==> src/rtl/adsr_envelope.sv <==
// rtl/adsr_envelope.sv - per-note ADSR gain generator; `define ADSR_EXP_RELEASE_EN selects exponential release
module adsr_envelope #(
    parameter int LEVEL_BITS = 24,
    parameter int RATE_BITS  = 16
) (
    input  logic                 clk_in,
    input  logic                 rst_in,
    input  logic                 tick_in,
    input  logic                 gate_on_in,
    input  logic                 gate_off_in,
    input  logic [6:0]           velocity_in,
    input  logic [RATE_BITS-1:0] attack_rate_in,
    input  logic [RATE_BITS-1:0] decay_rate_in,
    input  logic [7:0]           sustain_level_in,
    input  logic [RATE_BITS-1:0] release_rate_in,
    output logic [7:0]           env_out,
    output logic [2:0]           stage_out,
    output logic                 active_out
);

    localparam int SHIFT = LEVEL_BITS - 8;

    typedef enum logic [2:0] {
        ST_IDLE    = 3'd0,
        ST_ATTACK  = 3'd1,
        ST_DECAY   = 3'd2,
        ST_SUSTAIN = 3'd3,
        ST_RELEASE = 3'd4
    } stage_t;

    stage_t                stage, stage_nxt;
    logic [LEVEL_BITS-1:0] level, level_nxt;
    logic [LEVEL_BITS-1:0] peak, peak_nxt;
    logic                  active;

    logic [7:0]            sus_gain;
    logic [LEVEL_BITS-1:0] sus_full;
    logic [LEVEL_BITS-1:0] sustain_tgt;
    logic [LEVEL_BITS:0]   level_ext;
    logic [LEVEL_BITS:0]   attack_sum;
    logic [LEVEL_BITS:0]   decay_diff;
    logic [LEVEL_BITS:0]   rel_diff;
    logic                  rel_instant;

    assign sus_gain    = (sustain_level_in > 8'd128) ? 8'd128 : sustain_level_in;
    assign sus_full    = {sus_gain, {SHIFT{1'b0}}};
    assign sustain_tgt = (sus_full > peak) ? peak : sus_full;

    // One extra bit so sums and differences can be saturated instead of wrapping
    assign level_ext  = {1'b0, level};
    assign attack_sum = level_ext + (LEVEL_BITS+1)'(attack_rate_in);
    assign decay_diff = level_ext - (LEVEL_BITS+1)'(decay_rate_in);

`ifdef ADSR_EXP_RELEASE_EN
    assign rel_diff    = level_ext - ({1'b0, level >> release_rate_in[3:0]} + 1'b1);
    assign rel_instant = (release_rate_in[3:0] == 4'd0);
`else
    assign rel_diff    = level_ext - (LEVEL_BITS+1)'(release_rate_in);
    assign rel_instant = (release_rate_in == '0);
`endif

    always_ff @(posedge clk_in or negedge rst_in) begin
        if (!rst_in) begin
            stage  <= ST_IDLE;
            level  <= '0;
            peak   <= '0;
            active <= 1'b0;
        end else begin
            stage  <= stage_nxt;
            level  <= level_nxt;
            peak   <= peak_nxt;
            active <= (stage_nxt != ST_IDLE);
        end
    end

    always_comb begin
        stage_nxt = stage;
        level_nxt = level;
        peak_nxt  = peak;
        // Gate events consume any coincident tick; level is kept so retriggers do not click
        if (gate_on_in) begin
            peak_nxt  = {8'(velocity_in) + 8'd1, {SHIFT{1'b0}}};
            stage_nxt = ST_ATTACK;
        end else if (gate_off_in && (stage == ST_ATTACK || stage == ST_DECAY ||
                                     stage == ST_SUSTAIN)) begin
            stage_nxt = ST_RELEASE;
        end else if (tick_in) begin
            case (stage)
                ST_ATTACK: begin
                    if (attack_rate_in == '0 || level >= peak || attack_sum >= {1'b0, peak}) begin
                        level_nxt = peak;
                        stage_nxt = ST_DECAY;
                    end else begin
                        level_nxt = attack_sum[LEVEL_BITS-1:0];
                    end
                end
                ST_DECAY: begin
                    if (decay_rate_in == '0 || decay_diff[LEVEL_BITS] ||
                        decay_diff[LEVEL_BITS-1:0] <= sustain_tgt) begin
                        level_nxt = sustain_tgt;
                        stage_nxt = ST_SUSTAIN;
                    end else begin
                        level_nxt = decay_diff[LEVEL_BITS-1:0];
                    end
                end
                ST_SUSTAIN: level_nxt = sustain_tgt;
                ST_RELEASE: begin
                    if (rel_instant || rel_diff[LEVEL_BITS] || rel_diff[LEVEL_BITS-1:0] == '0) begin
                        level_nxt = '0;
                        stage_nxt = ST_IDLE;
                    end else begin
                        level_nxt = rel_diff[LEVEL_BITS-1:0];
                    end
                end
                default: level_nxt = '0;
            endcase
        end
    end

    assign env_out    = level[LEVEL_BITS-1 -: 8];
    assign stage_out  = stage;
    assign active_out = active;

endmodule

==> config.mk <==
export PLATFORM = sky130hd
export DESIGN_NAME = adsr_envelope
export DESIGN_NICKNAME = d
export VERILOG_FILES = /design/src/rtl/adsr_envelope.sv
export SDC_FILE = /design/constraint.sdc
export NUM_CORES = 1
export LEC_CHECK = 0
export ABC_AREA = 1
export ABC_CLOCK_PERIOD_IN_PS = 11500
export CAP_MARGIN = 20
export CELL_PAD_IN_SITES_DETAIL_PLACEMENT = 2
export CELL_PAD_IN_SITES_GLOBAL_PLACEMENT = 2
export CORE_ASPECT_RATIO = 0.5
export CORE_MARGIN = 8
export CORE_UTILIZATION = 33
export CTS_CLUSTER_SIZE = 40
export DETAILED_ROUTE_END_ITERATION = 10
export PLACE_DENSITY = 0.95
export RECOVER_POWER = 50
export SYNTH_ARGS = -nofsm -noshare
export SYNTH_HDL_FRONTEND = slang
export SYNTH_SLANG_ARGS = --single-unit
==> constraint.sdc <==
create_clock -name clk_in -period 11.5 [get_ports clk_in]
set_input_delay 2.3 -clock clk_in [delete_from_list [all_inputs] [get_ports clk_in]]
set_output_delay 2.3 -clock clk_in [all_outputs]
set_load 0.005 [all_outputs]
# --- Word level (Yosys, flattened, before mapping) ---
# Index checks and enable logic that the tools add are counted.
op_classes:
  n_addsub: 4
  order_cmp: 5
  n_eq_ne: 4
  muxes: 13
  bitwise_logic: 2
  n_reduce_logical: 15
ops:
  columns: ["cell", "count"]
  rows:
  - ["2-to-1 mux 24 bit", 4]
  - ["one-hot mux 24 bit (4 select lines)", 1]
  - ["subtractor 24 x 16 -> 25 bit", 2]
  - ["zero test 16 bit", 3]
  - ["adder 24 x 16 -> 25 bit", 1]
  - [">= comparator 25 x 24 -> 1 bit", 1]
  - [">= comparator 24 bit", 1]
  - ["greater-than comparator 24 bit", 1]
  - ["less-or-equal comparator 24 bit", 1]
  - ["zero test 24 bit", 1]
  - ["2-to-1 mux 3 bit", 6]
  - ["one-hot mux 3 bit (3 select lines)", 1]
  - ["adder 7 x 1 -> 8 bit, second input constant", 1]
  - ["greater-than comparator 8 bit, second input constant", 1]
  - ["logical OR 1 bit", 8]
  - ["2-to-1 mux 8 bit", 1]
  - ["== test 3 x 2 -> 1 bit, second input constant", 2]
  - ["== test 3 x 1 -> 1 bit, second input constant", 1]
  - ["== test 3 bit, second input constant", 1]
  - ["AND reduction 3 bit", 1]
  - ["nonzero test 3 bit", 1]
  - ["inverter 1 bit", 2]
  - ["logical AND 1 bit", 1]
totals:
  reg_bits: 36
  inputBits: 68

# --- Logic depth before layout (Yosys ltp) ---
# Gate-level depths: netlist (run 1).
depth:
  depth_word: 12
  depth_mapped: 36
  mapped_depth_nobuf: 35

# --- Worst setup path before layout (run 1) ---
# OpenSTA, ideal clock, no wires.
synth_timing:
  path_kind: "input port to flip-flop"
  startpoint: "in decay_rate_in[2]"
  endpoint: "reg level[22]"
  setup_ps: 117
  arrival_ps: 5802
  slack_ps: 5582
  cell_stages: 33
  n_path_buf: 1
  path_cell_list: "inv_1 ha_1 a21oi_1 nand2_1 nand2_1 nand2_1 a21boi_1 o21ai_2 nand4_1 nand2_1 a21boi_0 nand2_1 xor2_1 inv_1 ha_1 nand4_1 nor3_1 nand3_1 nor2_1 nand3_1 nor2_1 nand4_1 nor2_1 nand4_1 nand2_1 inv_4 nand2_8 buf_8 nand2_2 nand3_1 nand2_1 nand2_1 nand2_1"
synth_via:
  elab_chain_cells: 5
synth_rtl:
  columns: ["element", "line_no", "rtl"]
  rows:
  - ["from (decl)", "13", "input logic [RATE_BITS-1:0] decay_rate_in,"]
  - ["subtractor 24 x 16 -> 25 bit / zero test 16 bit (equally long branches)", "52, 98", null]
  - ["less-or-equal comparator 24 bit / logical OR 1 bit (equally long branches)", "99, 98", null]
  - ["logical OR 1 bit", "98", "if (decay_rate_in == '0 || decay_diff[LEVEL_BITS] ||"]
  - ["2-to-1 mux 24 bit *", "98", null]
  - ["one-hot mux 24 bit (4 select lines) *", "88", "case (stage)"]
  - ["to (signal assigned)", "70", "level <= level_nxt;"]
  - ["to (decl)", "32", "logic [LEVEL_BITS-1:0] level, level_nxt;"]
# Mark *: on every way between the ends. The rest lies on a longest branch, timed or not.
# A chain may end at the register's enable or synchronous reset.

# --- Worst setup path after layout (run 1) ---
layout_timing:
  startpoint: "in attack_rate_in[2]"
  endpoint: "reg level[20]"
layout_via:
  elab_chain_cells: 5
layout_rtl:
  columns: ["element", "line_no", "rtl"]
  rows:
  - ["from (decl)", "12", "input logic [RATE_BITS-1:0] attack_rate_in,"]
  - ["adder 24 x 16 -> 25 bit / zero test 16 bit (equally long branches)", "51, 90", null]
  - [">= comparator 25 x 24 -> 1 bit / logical OR 1 bit (equally long branches)", "90", "if (attack_rate_in == '0 || level >= peak || attack_sum >= {1'b0, peak}) begin"]
  - ["logical OR 1 bit", "90", null]
  - ["2-to-1 mux 24 bit *", "90", null]
  - ["one-hot mux 24 bit (4 select lines) *", "88", null]
# Marked as above.

==> results of run 1 <==
==> worst reg2reg max path, delay by kind of cell, from the launching register on <==
family                     cells  cell delay [ps]
AOI/OAI and AO/OA              4              860
xor gates and xnor gates       1              240
buffers and inverters          5              810
DFF                            1              490
adders and majority gates      2              730
and+or+nand+nor               19             3530
==> final timing paths <==
path | start | endpoint | cells past startpoint
worst min register to register | level[0] | level[0] | 2
min in group asynchronous | rst_in | peak[22] | 1
worst min-delay path | level[0] | level[0] | 2
worst max-delay path | attack_rate_in[2] | level[20] | 32
worst max register to register | level[3] | level[20] | 31
max in group asynchronous | rst_in | level[4] | 1
==> through the flow <==
stage	power (mW)	worst slack [ps]	utilization	cells	instance area, um2
floorplan	1.33	5580	-	1099	6740
global placement	1.70	3530	0.381	1425	7730
detailed placement	1.87	3050	0.381	1425	7730
CTS	2.09	3050	0.389	1433	7900
global route	2.26	2530	0.389	1433	7900
finish	2.13	2810	0.389	1433	7900
==> state kept, by name, summed over array words and instances, names as in the netlist <==
register    count
level          24
peak            8
stage_out       3
active_out      1
==> layer usage <==
layer | part of all wire | GRT usage | wire, um
met1 | 0.42 | 0.328 | 15000
met2 | 0.49 | 0.501 | 17400
met3 | 0.057 | 0.0546 | 2030
met4 | 0.041 | 0.120 | 1460
met5 | 0 | 0 | 0
==> kinds of logic after synthesis <==
kind of cell    Yosys count  synth area share
buf+inv                 196             0.119
simple gates            578             0.383
fa+ha+maj                82             0.156
xor+xnor                 61            0.0815
compound gates          146             0.128
flops                    36             0.134
==> synth_stat cells (all sizes together) (7+ instances only) <==
cell    number  share of area
a21oi       67          0.053
buf         20          0.020
clkbuf       9         0.0050
dfrtp       36           0.13
ha          79           0.15
inv        167          0.094
nand2      290           0.17
nand3      102          0.079
nand4       28          0.026
nor2       114          0.064
nor3        16          0.012
nor4        17          0.018
o21ai       50          0.042
or2          7         0.0065
xnor2       10          0.013
xor2        51          0.068
==> layout make-up <==
class / count / area [um2] / area share
flip-flops and latches: 36 / 901 / 0.114
well taps: 273 / 342 / 0.0433
multi-input cells: 867 / 5050 / 0.640
clock inverters: 2 / 35.0 / 0.00444
clock buffers: 6 / 129 / 0.0163
repair buffers: 82 / 807 / 0.102
inverters: 167 / 632 / 0.0800
==> power by group through the flow <==
stage                     registers (mW)  clock network (mW)  logic, mW
after floorplan                    0.197                   0       1.13
after global placement             0.256                   0       1.45
after detailed placement           0.260                   0       1.61
after CTS                          0.259               0.168       1.67
after global routing               0.264               0.173       1.83
final                              0.263               0.169       1.70
==> cells in the final DEF (no fill, tap or decap), drive strengths merged, types with 2 or more instances in the layout <==
cell type      Yosys  routed
o21bai             4       4
nand2            290     290
nor3              16      16
a21o               3       3
a211oi             2       2
clkdlybuf4s50      0      76
nor4              17      17
nand3            102     102
o21a               4       4
clkbuf             9       7
o22ai              4       4
a21oi             67      67
or2                7       7
nand4             28      28
o21ai             50      50
a31oi              3       3
dfrtp             36      36
nor2             114     114
dlygate4sd3        0       2
inv              167     167
fa                 3       3
and2               3       3
ha                79      79
a21boi             4       4
xor2              51      51
xnor2             10      10
buf               20       3
==> reports/summary.txt, run 1 <==
Run status -> finished, violations left
Failing checks -> max-capacitance violations, max-slew violations
Antenna diodes -> 0
First-pass GRT wire length -> 55.6 mm
Vias per cell -> 5.80
GPL Wtd Cong -> 0.887
DRT Pass-1 Iters -> 5
Family with the most delay on the worst path -> simple AND/OR/NAND/NOR gates
Cts hold-fix bufs -> 0
Dominant synthesized flop cell -> dfrtp_1
Final Hold Viols -> 0
Mapped Cells -> 1,099
Most frequent CP cell -> nand2_1
Crit path capture type -> register
Clk root buf -> clkbuf_16
Relative slew slack -> -0.572
CTS-repair resized insts -> 0
Vias in the first global route -> 9,493
RSZ-0062 raised after global routing -> no
Worst Path Arrival -> 8890 ps
Maximum level of the CTS H-tree -> 2
Die Wd -> 218 um
P per Cell Area -> 270 nW/um2
IO buf count -> 79
#FFs+latches synth -> 36
Fin crit share -> 0.756
P_sw -> 1.35 mW
Setup_tns -> 0 ps
GR Overflow Total -> 0
Die Area -> 25,500 um2
Worst path required time -> 11,690 ps
Crit path kind -> in2reg
Initial Util -> 0.332
Pin count of the biggest net entering global routing -> 37
Register area share after synthesis -> 0.134
Setup violations, final -> 0
Flop pwr share -> 0.123
Ys Warns -> 0
Worst Hold Class -> reg2reg
Clock Skew -> 8.64 ps
WL final -> 35.9 mm
Clock Latency Late Sink -> 310 ps
R2R Setup Slk -> 4730 ps
Fmax -> 115 MHz
Sw frac -> 0.634
Overall Global Routing Usage -> 0.280
Reg clk slew, reported paths -> 60 ps
# fillers -> 2,490
Post-synth cell types -> 53
Routed Antenna Nets -> 0
Worst-Margin Slew -> 2360 ps
Clk sink count -> 36
Syn Nets -> 1,249
Postcts setup bufs -> 0
Buf/Inv on CP -> 6
Clock Path Buffers -> 2
Synthesized area -> 6740 um2
TritonCTS clock tree -> built
1st-iter DRT viols -> 611
Post-synth EDFFs -> 0
TritonCTS Buffers -> 5
Layout cells sized above 1 -> 0.0543
Worst-case vdd ir drop -> 0.000134 V
Max-cap violations -> 1
Slowest cell delay on critical path -> 630 ps
Hold Slack -> 582 ps
P&R area growth vs syn -> 17.1%
Core area -> 20,300 um2
Crit path launch type -> input pin
P_int -> 0.781 mW
Syn Area/Cell -> 6.13 um2
Worst path slowest cell -> nand3_1
FP Rows -> 37
Routed via count -> 8,318
Die height -> 117 um
Crit Path Max Fanout -> 14
Ports -> 80
Clk pwr share -> 0.079
Logic pwr share -> 0.798
Wire length per cell -> 25.0 um
Nets -> 1,309
HPWL Detailed -> 27.9 mm
Antenna violations before repair -> 0
Tmin final -> 8690 ps
Static leakage -> 4.18 nW
Synth async-reset ratio -> 1.00
DRC violations left -> 0
Max-slew violations -> 37
No activity file was read; power rests on OpenSTA's default activity.
==> inputs of run 2 (changes only) <==
- ABC_CLOCK_PERIOD_IN_PS: 11500 -> 7100
- CORE_UTILIZATION: 33 -> 28
- PLACE_DENSITY: 0.95 -> 0.88
- clock period: 11.5 -> 7.1 ns (I/O delays scaled with it)
==> reports/summary.txt, run 2 (synthesis results as in run 1) <==
Nets -> 1,310 (was 1,309)
Setup_tns -> 0 ps (unchanged)
Crit Path Max Fanout -> 14 (unchanged)
Postcts setup bufs -> 0 (unchanged)
Tmin final -> 6670 ps
Clock Path Buffers -> 2 (unchanged)
Crit path capture type -> register (unchanged)
HPWL Detailed -> 25.6 mm (was 27.9 mm)
Crit path launch type -> input pin (unchanged)
Clock Skew -> 10.8 ps (was 8.64 ps)
P&R area growth vs syn -> 18.3% (was 17.1%)
Vias in the first global route -> 8,881 (was 9,493)
TritonCTS Buffers -> 5 (unchanged)
Worst-case vdd ir drop -> 0.000192 V (was 0.000134 V)
Routed Antenna Nets -> 0 (unchanged)
Cts hold-fix bufs -> 0 (unchanged)
Post-place setup slack -> 375 ps (was 3050 ps)
P per Cell Area -> 409 nW/um2 (was 270 nW/um2)
Family with the most delay on the worst path -> simple AND/OR/NAND/NOR gates (unchanged)
GR Overflow Total -> 0 (unchanged)
Clk root buf -> clkbuf_16 (unchanged)
Failing checks -> max-capacitance violations, max-slew violations (unchanged)
Clock Latency Late Sink -> 300 ps (was 310 ps)
Final Hold Viols -> 0 (unchanged)
TritonCTS clock tree -> built (unchanged)
RSZ-0062 raised after global routing -> no (unchanged)
Worst path depth -> 31 (was 32)
FP Rows -> 40 (was 37)
Final WS setup -> 429 ps (was 2810 ps)
Static leakage -> 4.19 nW (was 4.18 nW)
First-pass GRT wire length -> 47.7 mm (was 55.6 mm)
Crit path kind -> in2reg (unchanged)
DRC violations left -> 0 (unchanged)
Reg with most FFs -> level (unchanged)
Clk sink count -> 36 (unchanged)
Hold Path Depth -> 2 (unchanged)
Buf/Inv on CP -> 7 (was 6)
Die Wd -> 235 um (was 218 um)
Relative slew slack -> -0.517 (was -0.572)
Largest register FFs -> 24 (unchanged)
Final Util -> 0.335 (was 0.389)
WL final -> 30.4 mm (was 35.9 mm)
Core area -> 23,800 um2 (was 20,300 um2)
Worst Hold Class -> reg2reg (unchanged)
Antenna violations before repair -> 1 (was 0)
Pin count of the biggest net entering global routing -> 37 (unchanged)
Fin crit share -> 0.940
Flop pwr share -> 0.130 (was 0.123)
Vias per cell -> 5.27 (was 5.80)
Clk pwr share -> 0.089 (was 0.079)
P_sw -> 1.98 mW (was 1.35 mW)
Run status -> finished, violations left (unchanged)
Final Non-Filler Cells -> 1,476 (was 1,433)
Die height -> 126 um (was 117 um)
Maximum level of the CTS H-tree -> 2 (unchanged)
Max-cap violations -> 1 (unchanged)
Setup violations, final -> 0 (unchanged)
Logic pwr share -> 0.782 (was 0.798)
Antenna diodes -> 0 (unchanged)
Worst-Margin Slew -> 2280 ps (was 2360 ps)
Sw frac -> 0.606 (was 0.634)
Worst path slowest cell -> clkdlybuf4s50_1 (was nand3_1)
Overall Global Routing Usage -> 0.199 (was 0.280)
Ports -> 80 (unchanged)
Reg clk slew, reported paths -> 70 ps (was 60 ps)
1st-iter DRT viols -> 328 (was 611)
# placed instances -> 1,468 (was 1,425)
Die Area -> 29,600 um2 (was 25,500 um2)
DRT Pass-1 Iters -> 5 (unchanged)
Slowest cell delay on critical path -> 430 ps (was 630 ps)
Layout cells sized above 1 -> 0.0560 (was 0.0543)
Fmax -> 150 MHz
Max-slew violations -> 37 (unchanged)
Commonest cells after routing, fill and taps aside -> nand2_1 (272), inv_1 (162), nor2_1 (112), nand3_1 (97), ha_1 (79) (unchanged)
Commonest non-fill, non-tap cell in the layout -> nand2_1 (unchanged)
Initial Util -> 0.283 (was 0.332)
GPL Wtd Cong -> 0.864 (was 0.887)
Routed via count -> 7,774 (was 8,318)
CTS-repair resized insts -> 0 (unchanged)
Reg2Reg Depth -> 30 (was 31)
IO buf count -> 79 (unchanged)
Worst Path Arrival -> 6860 ps (was 8890 ps)
Wire length per cell -> 20.6 um (was 25.0 um)
Hold Slack -> 583 ps (was 582 ps)
P_int -> 1.28 mW (was 0.781 mW)
Worst path required time -> 7290 ps (was 11,690 ps)
run 2: routing by layer:
layer | part of all wire | wire length, um | vias up | track usage
li1 | - | - | 3706 | -
met5 | 0.00043 | 13 | - | 0
met3 | 0.034 | 1030 | 80 | 0.0279
met1 | 0.45 | 13600 | 3840 | 0.242
met4 | 0.036 | 1100 | 2 | 0.0775
met2 | 0.48 | 14600 | 146 | 0.352
run 2: metrics by stage:
stage	area, um2	power (mW)
after floorplan	6740	2.16
after global placement	7790	2.76
after detailed placement	7790	2.92
after CTS	7980	3.25
after global routing	7970	3.54
final	7970	3.26
run 2: final cells by class:
class	count	area (um2)
well taps	315	394
repair buffers	83	815
fillers	2904	15800
inverters	167	632
clock buffers	7	153
clock inverters	1	30.0
multi-input cells	867	5050
flip-flops and latches	36	901
run 2: tightest hold or removal path, stage by stage, from the launching register on:
cell     delay (ps)
dfrtp_1         420
nand2_1          70
nand2_1          60
run 2: final timing paths:
kind	from	endpoint	slack [ps]
worst max-delay path	attack_rate_in[2]	level[7]	430
worst min-delay path	level[0]	level[0]	580
worst max register to register	level[2]	level[7]	1460
worst min register to register	level[0]	level[0]	580
max in group asynchronous	rst_in	level[0]	4000
min in group asynchronous	rst_in	peak[16]	1790
run 2: power groups by stage:
stage | Sequential [mW] | Combinational [mW] | Clock, mW
4_1_cts | 0.423 | 2.53 | 0.289
5_1_grt | 0.430 | 2.81 | 0.298
3_3_place_gp | 0.424 | 2.34 | 0
3_5_place_dp | 0.425 | 2.50 | 0
6_report | 0.422 | 2.55 | 0.289
2_1_floorplan | 0.319 | 1.84 | 0
